==> config.mk <==
export PLATFORM = sky130hd
export DESIGN_NAME = r_ordering_unit
export DESIGN_NICKNAME = d
export VERILOG_FILES = /design/src/rtl/r_ordering_unit_pkg.sv /design/src/rtl/r_ordering_unit_order_fifo.sv /design/src/rtl/r_ordering_unit.sv
export SDC_FILE = /design/constraint.sdc
export NUM_CORES = 1
export LEC_CHECK = 0
export ABC_AREA = 1
export CORE_MARGIN = 4
export CORE_UTILIZATION = 40
export DETAILED_ROUTE_END_ITERATION = 8
export GPL_TIMING_DRIVEN = 0
export RECOVER_POWER = 50
export SLEW_MARGIN = 20
export SYNTH_ARGS = -nofsm -noshare
export SYNTH_HDL_FRONTEND = slang
export SYNTH_SLANG_ARGS = --single-unit
export TNS_END_PERCENT = 1
==> constraint.sdc <==
create_clock -name clk -period 5.2 [get_ports clk]
set_input_delay 1.04 -clock clk [delete_from_list [all_inputs] [get_ports clk]]
set_output_delay 1.04 -clock clk [all_outputs]
set_load 0.05 [all_outputs]
==> src/rtl/r_ordering_unit_pkg.sv <==
// Shared types and default sizing for the R-channel ordering unit.
// Each burst is tracked as a {uid, orig_id} pair, in issue order.
package r_pkg;

  localparam int DEF_NUM_UIDS      = 16;
  localparam int DEF_MAX_BEATS     = 8;
  localparam int DEF_ID_WIDTH      = 4;
  localparam int DEF_ORIG_ID_WIDTH = 4;
  localparam int DEF_DATA_WIDTH    = 64;
  localparam int DEF_RESP_WIDTH    = 2;

  typedef struct packed {
    logic [DEF_ID_WIDTH-1:0]      uid;
    logic [DEF_ORIG_ID_WIDTH-1:0] orig_id;
  } ord_entry_t;

  typedef enum logic {
    IDLE   = 1'b0,
    STREAM = 1'b1
  } rou_state_t;

endpackage

==> src/rtl/r_ordering_unit_order_fifo.sv <==
// Circular FIFO of {uid, orig_id} entries in AR issue order.
// A push is refused while full, even if a pop happens in the same cycle. There is no empty bypass.
module order_fifo
  import r_pkg::*;
#(
  parameter int  DEPTH = DEF_NUM_UIDS,
  localparam int PTR_W = (DEPTH > 1) ? $clog2(DEPTH) : 1,
  localparam int CNT_W = $clog2(DEPTH + 1)
) (
  input  logic             clk,
  input  logic             rst,
  input  logic             push,
  input  ord_entry_t       push_data,
  input  logic             pop,
  output ord_entry_t       head,
  output logic             full,
  output logic             empty,
  output logic [CNT_W-1:0] count
);

  ord_entry_t       mem [DEPTH];
  logic [PTR_W-1:0] wr_ptr, rd_ptr;
  logic             push_acc, pop_acc;

  assign full     = (count == CNT_W'(DEPTH));
  assign empty    = (count == '0);
  assign push_acc = push & ~full;
  assign pop_acc  = pop & ~empty;
  assign head     = mem[rd_ptr];

  // Explicit wrap keeps non-power-of-two depths legal.
  function automatic logic [PTR_W-1:0] ptr_inc(input logic [PTR_W-1:0] p);
    return (p == PTR_W'(DEPTH - 1)) ? '0 : p + 1'b1;
  endfunction

  always_ff @(posedge clk) begin
    if (push_acc) mem[wr_ptr] <= push_data;
  end

  always_ff @(posedge clk) begin
    if (rst) begin
      wr_ptr <= '0;
      rd_ptr <= '0;
      count  <= '0;
    end else begin
      if (push_acc) wr_ptr <= ptr_inc(wr_ptr);
      if (pop_acc)  rd_ptr <= ptr_inc(rd_ptr);
      count <= count + CNT_W'(push_acc) - CNT_W'(pop_acc);
    end
  end

endmodule

==> src/rtl/r_ordering_unit.sv <==
// Releases R bursts from response_memory strictly in AR issue order, restores the original ARID,
// and retires each UID back to the allocator after its last beat.
module r_ordering_unit
  import r_pkg::*;
#(
  parameter int NUM_UIDS      = DEF_NUM_UIDS,
  parameter int MAX_BEATS     = DEF_MAX_BEATS,
  parameter int ID_WIDTH      = DEF_ID_WIDTH,
  parameter int ORIG_ID_WIDTH = DEF_ORIG_ID_WIDTH,
  parameter int DATA_WIDTH    = DEF_DATA_WIDTH,
  parameter int RESP_WIDTH    = DEF_RESP_WIDTH
) (
  input  logic                     clk,
  input  logic                     rst,
  input  logic                     ord_push_valid,
  output logic                     ord_push_ready,
  input  logic [ID_WIDTH-1:0]      ord_push_uid,
  input  logic [ORIG_ID_WIDTH-1:0] ord_push_orig_id,
  output logic [ID_WIDTH-1:0]      uid_to_free,
  input  logic                     rm_valid,
  input  logic [DATA_WIDTH-1:0]    rm_data,
  input  logic [RESP_WIDTH-1:0]    rm_resp,
  input  logic                     rm_last,
  output logic                     rm_ready,
  output logic                     m_r_valid,
  output logic [ORIG_ID_WIDTH-1:0] m_r_id,
  output logic [DATA_WIDTH-1:0]    m_r_data,
  output logic [RESP_WIDTH-1:0]    m_r_resp,
  output logic                     m_r_last,
  input  logic                     m_r_ready,
  output logic                     uid_release_valid,
  output logic [ID_WIDTH-1:0]      uid_release,
  output logic                     proto_err
);

  localparam int CNT_W  = $clog2(MAX_BEATS + 1);
  localparam int FCNT_W = $clog2(NUM_UIDS + 1);

  rou_state_t        state;
  logic [CNT_W-1:0]  beat_cnt;
  ord_entry_t        head, push_entry;
  logic              fifo_full, fifo_empty;
  logic [FCNT_W-1:0] fifo_count, post_cnt;
  logic              push_acc, take, cap_hit, eff_last, pop;

  assign push_entry = '{uid: ord_push_uid, orig_id: ord_push_orig_id};

  order_fifo #(.DEPTH(NUM_UIDS)) u_order_fifo (
    .clk       (clk),
    .rst       (rst),
    .push      (ord_push_valid),
    .push_data (push_entry),
    .pop       (pop),
    .head      (head),
    .full      (fifo_full),
    .empty     (fifo_empty),
    .count     (fifo_count)
  );

  assign ord_push_ready = ~fifo_full;
  assign push_acc       = ord_push_valid & ~fifo_full;
  assign uid_to_free    = fifo_empty ? '0 : head.uid;

  // Take a new beat only when the output register is free or is draining this cycle.
  assign rm_ready = ~rst & (state == STREAM) & ~fifo_empty & (~m_r_valid | m_r_ready);
  assign take     = rm_valid & rm_ready;

  // When a burst reaches MAX_BEATS without rm_last, the final beat is still marked last.
  // This retires the UID so one bad burst cannot wedge the ordering queue.
  assign cap_hit  = (beat_cnt == CNT_W'(MAX_BEATS - 1));
  assign eff_last = rm_last | cap_hit;
  assign pop      = take & eff_last;
  assign post_cnt = fifo_count + FCNT_W'(push_acc) - FCNT_W'(pop);

  always_ff @(posedge clk) begin
    if (rst) begin
      state             <= IDLE;
      beat_cnt          <= '0;
      m_r_valid         <= 1'b0;
      m_r_id            <= '0;
      m_r_data          <= '0;
      m_r_resp          <= '0;
      m_r_last          <= 1'b0;
      uid_release_valid <= 1'b0;
      uid_release       <= '0;
      proto_err         <= 1'b0;
    end else begin
      uid_release_valid <= pop;
      if (pop) uid_release <= head.uid;

      if (take) begin
        m_r_valid <= 1'b1;
        m_r_id    <= head.orig_id;
        m_r_data  <= rm_data;
        m_r_resp  <= rm_resp;
        m_r_last  <= eff_last;
        beat_cnt  <= pop ? '0 : beat_cnt + 1'b1;
        if (cap_hit && !rm_last) proto_err <= 1'b1;
      end else if (m_r_ready) begin
        m_r_valid <= 1'b0;
      end

      case (state)
        IDLE:    if (fifo_count != '0) state <= STREAM;
        STREAM:  if (pop && post_cnt == '0) state <= IDLE;
        default: state <= IDLE;
      endcase
    end
  end

endmodule

After elaboration in Yosys (flattened, before gate mapping)
Memories as Yosys holds them, arrays and structs flattened. A register that Yosys moved wholly into a read port is not among the register bits. Index checks and enable logic that the tools add are counted.

Input port bits: 80. Memories kept: 1. Register bits after elaboration: 96. Bits in writable memories: 128. Output and inout port bits: 84. Word-level logic and storage cells: 59.

Memory list: u_order_fifo.mem (depth 16, bits a word 8, rd ports 1, clocked after Yosys merged registers in 1, wr ports 1, RTL line r_ordering_unit_order_fifo.sv:21) `ord_entry_t mem [DEPTH];`.

Muxes and demuxes: 13. $add $sub $neg: 6. Eq/ne operators: 4. Bitwise logic cells: 14. Reduce and logical (&&, ||, !) cells: 8.

Operators by type and width (number): 4-bit 2-to-1 mux (6); 4-bit by 1-bit adder with 4-bit output (second input constant) (3); 5-bit zero test (2); 5-bit by 1-bit subtractor with 5-bit output (2); 4-bit equality test (second input constant) (2); 1-bit bitwise AND (7); 1-bit 2-to-1 mux (6); 5-bit by 1-bit adder with 5-bit output (1); 5-bit equality test (second input constant) (1); 1-bit inverter (5); 5-bit nonzero test (1); 4-bit by 3-bit equality test with 1-bit output (second input constant) (1); 1-bit logical AND (2); 1-bit OR (2); 1-bit one-hot mux with 2 select lines (1); 2-bit AND reduction (1); 2-bit nonzero test (1); 1-bit zero test (1).

Depth between registers and ports, before layout
Gate-level depths: netlist of the first run.

Depth after elaboration: 11. Depth in mapped cells: 14. Mapped depth without buffers: 14.

By module
From an unflattened synthesis of the first run, not the netlist that was laid out.

Cell total of the unflattened synthesis: 1030. Area, all modules: 9520.4 um^2.

Modules (own cells, without submodules): order_fifo (times used 1, area an instance 6317.3 um^2, cells an instance 611); r_ordering_unit (times used 1, area an instance 3203.1 um^2, cells an instance 419).

Least setup slack after synthesis of the first run
OpenSTA, ideal clock, no wires.

Path kind: register -> output. From: reg with a tool-made name. To: out uid_to_free[0]. Buffers on the path: 1. Data required time: 4.160 ns. Stages on the path, launching flop included: 9. Path slack: 2.355 ns. Arrival: 1.805 ns. Cells stage by stage: dfxtp_1 inv_2 clkbuf_1 nand2_1 nand2_1 nand2_1 nand3_1 nand3_1 a21oi_1.

RTL lines: end: declaration (RTL line r_ordering_unit.sv:19) `output logic [ID_WIDTH-1:0] uid_to_free,`.

==> results of run 1 <==
-- how the worst max path moves through the flow --
stage,end,cells after the start
3_3_place_gp,rm_ready,7
2_1_floorplan,uid_to_free[0],8
4_1_cts,uid_to_free[2],9
3_5_place_dp,rm_ready,7
5_1_grt,uid_to_free[0],9
6_report,uid_to_free[0],7
-- layer usage --
layer  GRT usage  routed length [µm]  share of wire
met1       0.259               11000           0.44
met2       0.324               11900           0.48
met3      0.0197                1150          0.046
met4      0.0753                 987          0.039
met5           0                   0              0
-- registers in the layout (all words and copies together) (netlist names), named ones only --
register	count
m_r_id	4
beat_cnt	4
m_r_last	1
u_order_fifo.count	5
uid_release	4
uid_release_valid	1
proto_err	1
m_r_data	64
u_order_fifo.rd_ptr	4
m_r_valid	1
m_r_resp	2
u_order_fifo.wr_ptr	4
u_order_fifo.mem	128
state	1
-- cell type report --
class	instances	area, µm²	share of cell area
flip-flops and latches	228	5850	0.487
repair buffers	163	1630	0.136
multi-input cells	642	2800	0.233
well taps	285	357	0.0297
clock buffers	29	641	0.0534
inverters	75	282	0.0235
clock inverters	16	230	0.0192
plain buffers	50	219	0.0182
-- through the flow --
stage,hold slack [ps],cells,setup WS (ps)
finish,454,1488,1100
global route,478,1488,903
CTS,458,1488,1130
detailed placement,447,1443,1290
global placement,445,1443,1290
floorplan,446,995,2360
-- cells by family after synthesis --
group | Yosys count | share of synthesized area
adder cells (fa/ha/maj) | 11 | 0.0150
flip-flops | 228 | 0.637
buffers and inverters | 125 | 0.0572
AO/OA/AOI/OAI | 103 | 0.0581
XOR/XNOR | 3 | 0.00286
AND/OR/NAND/NOR | 525 | 0.230
-- synthesized netlist by cell type, types with 3 or more instances --
master	count
inv_1	72
nand2_1	375
edfxtp_1	128
nor2_1	54
buf_2	18
o21a_1	6
inv_2	3
a21oi_1	82
buf_4	5
dfxtp_1	100
o21ai_0	14
nand3_1	83
xor2_1	3
clkbuf_1	23
nor3_1	4
ha_1	11
-- power groups by stage --
stage / combinational (mW) / clock, mW / sequential, mW
floorplan: 0.123 / 0 / 2.03
global placement: 0.321 / 0 / 1.99
detailed placement: 0.323 / 0 / 1.99
CTS: 0.324 / 1.92 / 1.95
global route: 0.346 / 1.99 / 1.95
finish: 0.317 / 1.89 / 1.95
-- critical path: cells and delay by family, from the launching register on --
| family | cells | cell delay (ps) |
|---|---|---|
| buf+inv | 3 | 1530 |
| compound gates | 2 | 450 |
| flops | 1 | 310 |
| simple gates | 2 | 240 |
==> results.yml, run 1 <==
layout:
  fillers: 2089
  layout_commonest_cell: "nand2_1"
  final_cell_mix: "375 x nand2_1, 153 x clkdlybuf4s50_1, 128 x edfxtp_1"
  drive_gt1_frac: 0.0482
  fin_area_um2: 12000
  utilization: 0.530
  nets: 1276
  area_growth_pct: 30.8
  insertedDiodeCount: 0
synth:
  synthArstFlopShare: 0
  yosysWarnings: 0
  yosysSeqAreaShare: 0.637
  synth_nets: 1086
  synth_cells: 995
  yosysTopAreaCell: "edfxtp_1"
  yosysTopAreaCellShare: 0.419
  synth_cell_types: 27
  synth-edff-count: 128
  synthFlopType: "edfxtp_1"
  yosys_register_bits: 228
  syn_area_um2: 9180
  synth_area_leaders: "edfxtp_1 42%, dfxtp_1 22%, nand2_1 15%, nand3_1 4.5%, a21oi_1 4.5%"
  postSynthAreaPerCell_um2: 9.23
critical_path:
  crit_type: "reg -> out"
  critPathRequiredTime_ps: 4160
  r2r_start: "u_order_fifo.count[2]$_SDFF_PP0_"
  reg2reg_to: "m_r_data[11]$_SDFFE_PP0P_"
  cp_common_cell: "nand3_1"
  worstSetupEndpointType: "primary output"
  rrSetupSlack_ps: 2590
  cpPeakStageDelay_ps: 840
  arrival_ps: 3060
  reg2reg_depth: 8
  critPathLaunchType: "flip-flop"
  cp_cell_sequence: "inv_2 > clkbuf_1 > o21ai_0 > nand3_1 > nand3_1 > a21oi_1 > clkdlybuf4s50_1"
  cp_max_fo: 10
  cp_slowest_cell: "clkdlybuf4s50_1"
clocking:
  holdBufCountCts: 0
  cts.clk_slew.worst_paths_ps: 60
  cts_made_buffers: 25
  htreeDepth: 1
  cts_setup_buffers: 0
  clock-root-buffer: "clkbuf_16"
  cts.sinks: 228
  cts_resized: 0
  clock_latency_ps: 510
  clk_path_buf_depth: 3
  cts_tree: "yes"
timing:
  fin_crit_sh: 0.788
  grt_setup_unrepaired: "false"
  relSlewSlack: 0.261
  fmax_ghz: 0.244
  setup_violations: 0
  maxSlewViolCount: 0
  fin_crit_ps: 4100
  tightest_slew_ps: 1110
  hold_violations: 0
  fin_skew_ps: 8.79
  setup-tns-final_ps: 0
floorplan:
  start_util: 0.405
  fp.coreArea_um2: 22600
  rows: 55
  ios: 164
  chipHeight_um: 159
  die_area_um2: 25400
  die_w_um: 159
routing:
  vias: 7286
  ant_nets: 0
  routed_wl_um: 25100
  drtPass1Iterations: 6
  viasPerCell: 4.90
  avgRoutedWirePerCell_um: 16.9
  route.detailed.drc: 0
  drtIter0Drc: 468
grt:
  antenna_found_initial: 0
  grt_max_degree: 17
  grt_pass1_vias: 7180
  grt_usage: 0.193
  grt_pass1_wl_um: 39400
  grt_overflow: 0
pwr:
  ir_drop_uv: 180
  internal-power_mw: 3.23
  switching_share: 0.222
  p_per_area_nw_per_um2: 346
  combPwrFrac: 0.076
  seqPwrFrac: 0.469
  pwr-share-clk: 0.455
  power_mw: 4.15
  leakage_nw: 4.60
  net-switching-power_mw: 0.922
placement:
  portBuffers: 163
  placed_area_um2: 11200
  dp_hpwl_um: 17800
  gp_congestion: 0.861
outcome:
  outcome: "finished, final reports clean"
worst_hold_path:
  whs_endpoint: "uid_release[0]$_SDFFE_PP0N_"
  worstHoldPathType: "reg -> reg"
  worstHoldPathCells: 2
  hold_start: "uid_release[0]$_SDFFE_PP0N_"
flow_run:
  cap_violations: 0
Power figures use the tool's default switching activity.
==> run 2, diff against run 1 <==
Settings changed: PLACE_DENSITY set to 0.66.
Clock period 5.2 ns to 3.3 ns, I/O delays scaled along.
==> run 2 against run 1 <==
Net effect:
- largest power group unchanged
- critical endpoint is now uid_to_free[1]
- non-clock buffer count grew 1
- wire length shrank 1.8%
- register-to-register slack got worse by 1800 ps
==> results.yml, run 2 (synthesis results as in run 1) <==
placement:
  placed_area_um2: 11200
  dp_hpwl_um: 17700
  gp_congestion: 0.920
  preCtsSetupSlack_ps: 97.5
  portBuffers: 163
clocking:
  cts.clk_slew.worst_paths_ps: 60
  cts_setup_buffers: 0
  cts_made_buffers: 24
  cts_resized: 12
  cts_tree: "yes"
  clk_path_buf_depth: 3
  cts.sinks: 228
  htreeDepth: 1
  clock_latency_ps: 530
  clock-root-buffer: "clkbuf_16"
  holdBufCountCts: 0
outcome:
  outcome: "finished, final reports clean"
critical_path:
  path_depth: 7
  r2r_start: "u_order_fifo.count[2]$_SDFF_PP0_"
  critPathRequiredTime_ps: 2640
  crit_type: "reg -> out"
  cp_common_cell: "nand3_1"
  critPathTopFamily: "buffers and inverters"
  arrival_ps: 2480
  cp_cell_sequence: "inv_2 > clkbuf_1 > o21ai_0 > nand3_1 > nand3_1 > a21oi_1 > buf_2"
  cpPeakStageDelay_ps: 440
  worstSetupEndpointType: "primary output"
  crit_end: "uid_to_free[1]"
  cp_max_fo: 10
  critPathLaunchType: "flip-flop"
  crit_buf_inv: 3
  reg2reg_to: "m_r_data[8]$_SDFFE_PP0P_"
  rrSetupSlack_ps: 840
  reg2reg_depth: 8
  cp_slowest_cell: "clkbuf_1"
timing:
  maxSlewViolCount: 0
  setup_ws_ps: 162
  fin_skew_ps: 24.3
  hold_violations: 0
  tightest_slew_ps: 1020
  setup-tns-final_ps: 0
  fin_crit_sh: 0.951
  relSlewSlack: 0.321
  grt_setup_unrepaired: "false"
  setup_violations: 0
  fin_crit_ps: 3140
  fmax_ghz: 0.319
routing:
  route.detailed.drc: 0
  ant_nets: 0
  drtPass1Iterations: 5
  viasPerCell: 4.87
  avgRoutedWirePerCell_um: 16.6
  drtIter0Drc: 596
  vias: 7252
  routed_wl_um: 24700
layout:
  drive_gt1_frac: 0.0507
  utilization: 0.525
  nets: 1276
  regMostFlops: "u_order_fifo.mem"
  insertedDiodeCount: 0
  fillers: 2024
  area_growth_pct: 29.4
  final_cell_mix: "375 x nand2_1, 151 x clkdlybuf4s50_1, 128 x edfxtp_1"
  layout_commonest_cell: "nand2_1"
  reg_top3: "u_order_fifo.mem (128), m_r_data (64), u_order_fifo.count (5)"
  fin_area_um2: 11900
  largest_reg_flops: 128
grt:
  grt_pass1_vias: 6950
  antenna_found_initial: 0
  grt_overflow: 0
  grt_pass1_wl_um: 38300
  grt_max_degree: 17
  grt_usage: 0.189
floorplan:
  chipHeight_um: 159
  rows: 55
  fp.coreArea_um2: 22600
  die_area_um2: 25400
  ios: 164
  die_w_um: 159
  start_util: 0.405
flow_run:
  cap_violations: 0
pwr:
  power_mw: 6.16
  leakage_nw: 4.56
  ir_drop_uv: 326
  p_per_area_nw_per_um2: 518
worst_hold_path:
  worstHoldPathType: "reg -> reg"
[run 2: worst reg2reg max path, delay by kind of cell, from the launching register on]
kind | cells | cell delay, ps
AO/OA/AOI/OAI | 1 | 150
flip-flops | 1 | 380
buffers and inverters | 3 | 980
AND/OR/NAND/NOR | 4 | 870
[run 2: worst min path at each step]
stage / start / endpoint / slack (ps) / depth (start not counted)
6_report: m_r_data[61]$_SDFFE_PP0P_ / m_r_data[61]$_SDFFE_PP0P_ / 460 / 2
3_5_place_dp: uid_release[2]$_SDFFE_PP0N_ / uid_release[2]$_SDFFE_PP0N_ / 450 / 2
2_1_floorplan: beat_cnt[3]$_SDFFE_PP0P_ / beat_cnt[3]$_SDFFE_PP0P_ / 450 / 2
4_1_cts: m_r_data[13]$_SDFFE_PP0P_ / m_r_data[13]$_SDFFE_PP0P_ / 460 / 2
3_3_place_gp: uid_release[2]$_SDFFE_PP0N_ / uid_release[2]$_SDFFE_PP0N_ / 440 / 2
5_1_grt: m_r_data[51]$_SDFFE_PP0P_ / m_r_data[51]$_SDFFE_PP0P_ / 470 / 2
[run 2: power breakdown]
part,switching [mW],internal (mW)
Combinational,0.308,0.181
Clock,1.09,1.51
Sequential,0.0214,3.05
[run 2: through the flow]
step / instances / hold slack [ps]
floorplan: 995 / 446
global placement: 1443 / 445
detailed placement: 1444 / 452
CTS: 1488 / 463
global route: 1488 / 473
finish: 1488 / 459
[run 2: cell type report]
| cell class | count | area, µm² | share of cell area |
|---|---|---|---|
| Multi-Input combinational cell | 642 | 2790 | 0.235 |
| Tap cell | 285 | 357 | 0.0300 |
| Clock buffer | 35 | 682 | 0.0574 |
| Sequential cell | 228 | 5850 | 0.492 |
| Buffer | 50 | 223 | 0.0188 |
| Clock inverter | 9 | 80.1 | 0.00674 |
| Timing Repair Buffer | 164 | 1620 | 0.136 |
| Inverter | 75 | 282 | 0.0237 |
[run 2: per-layer routing]
metal  vias up  track usage  part of all wire
met5         -            0                 0
met1      3375        0.253              0.44
met3        55       0.0303             0.053
met4         0       0.0604             0.030
li1       3609            -                 -
met2       213        0.316              0.48
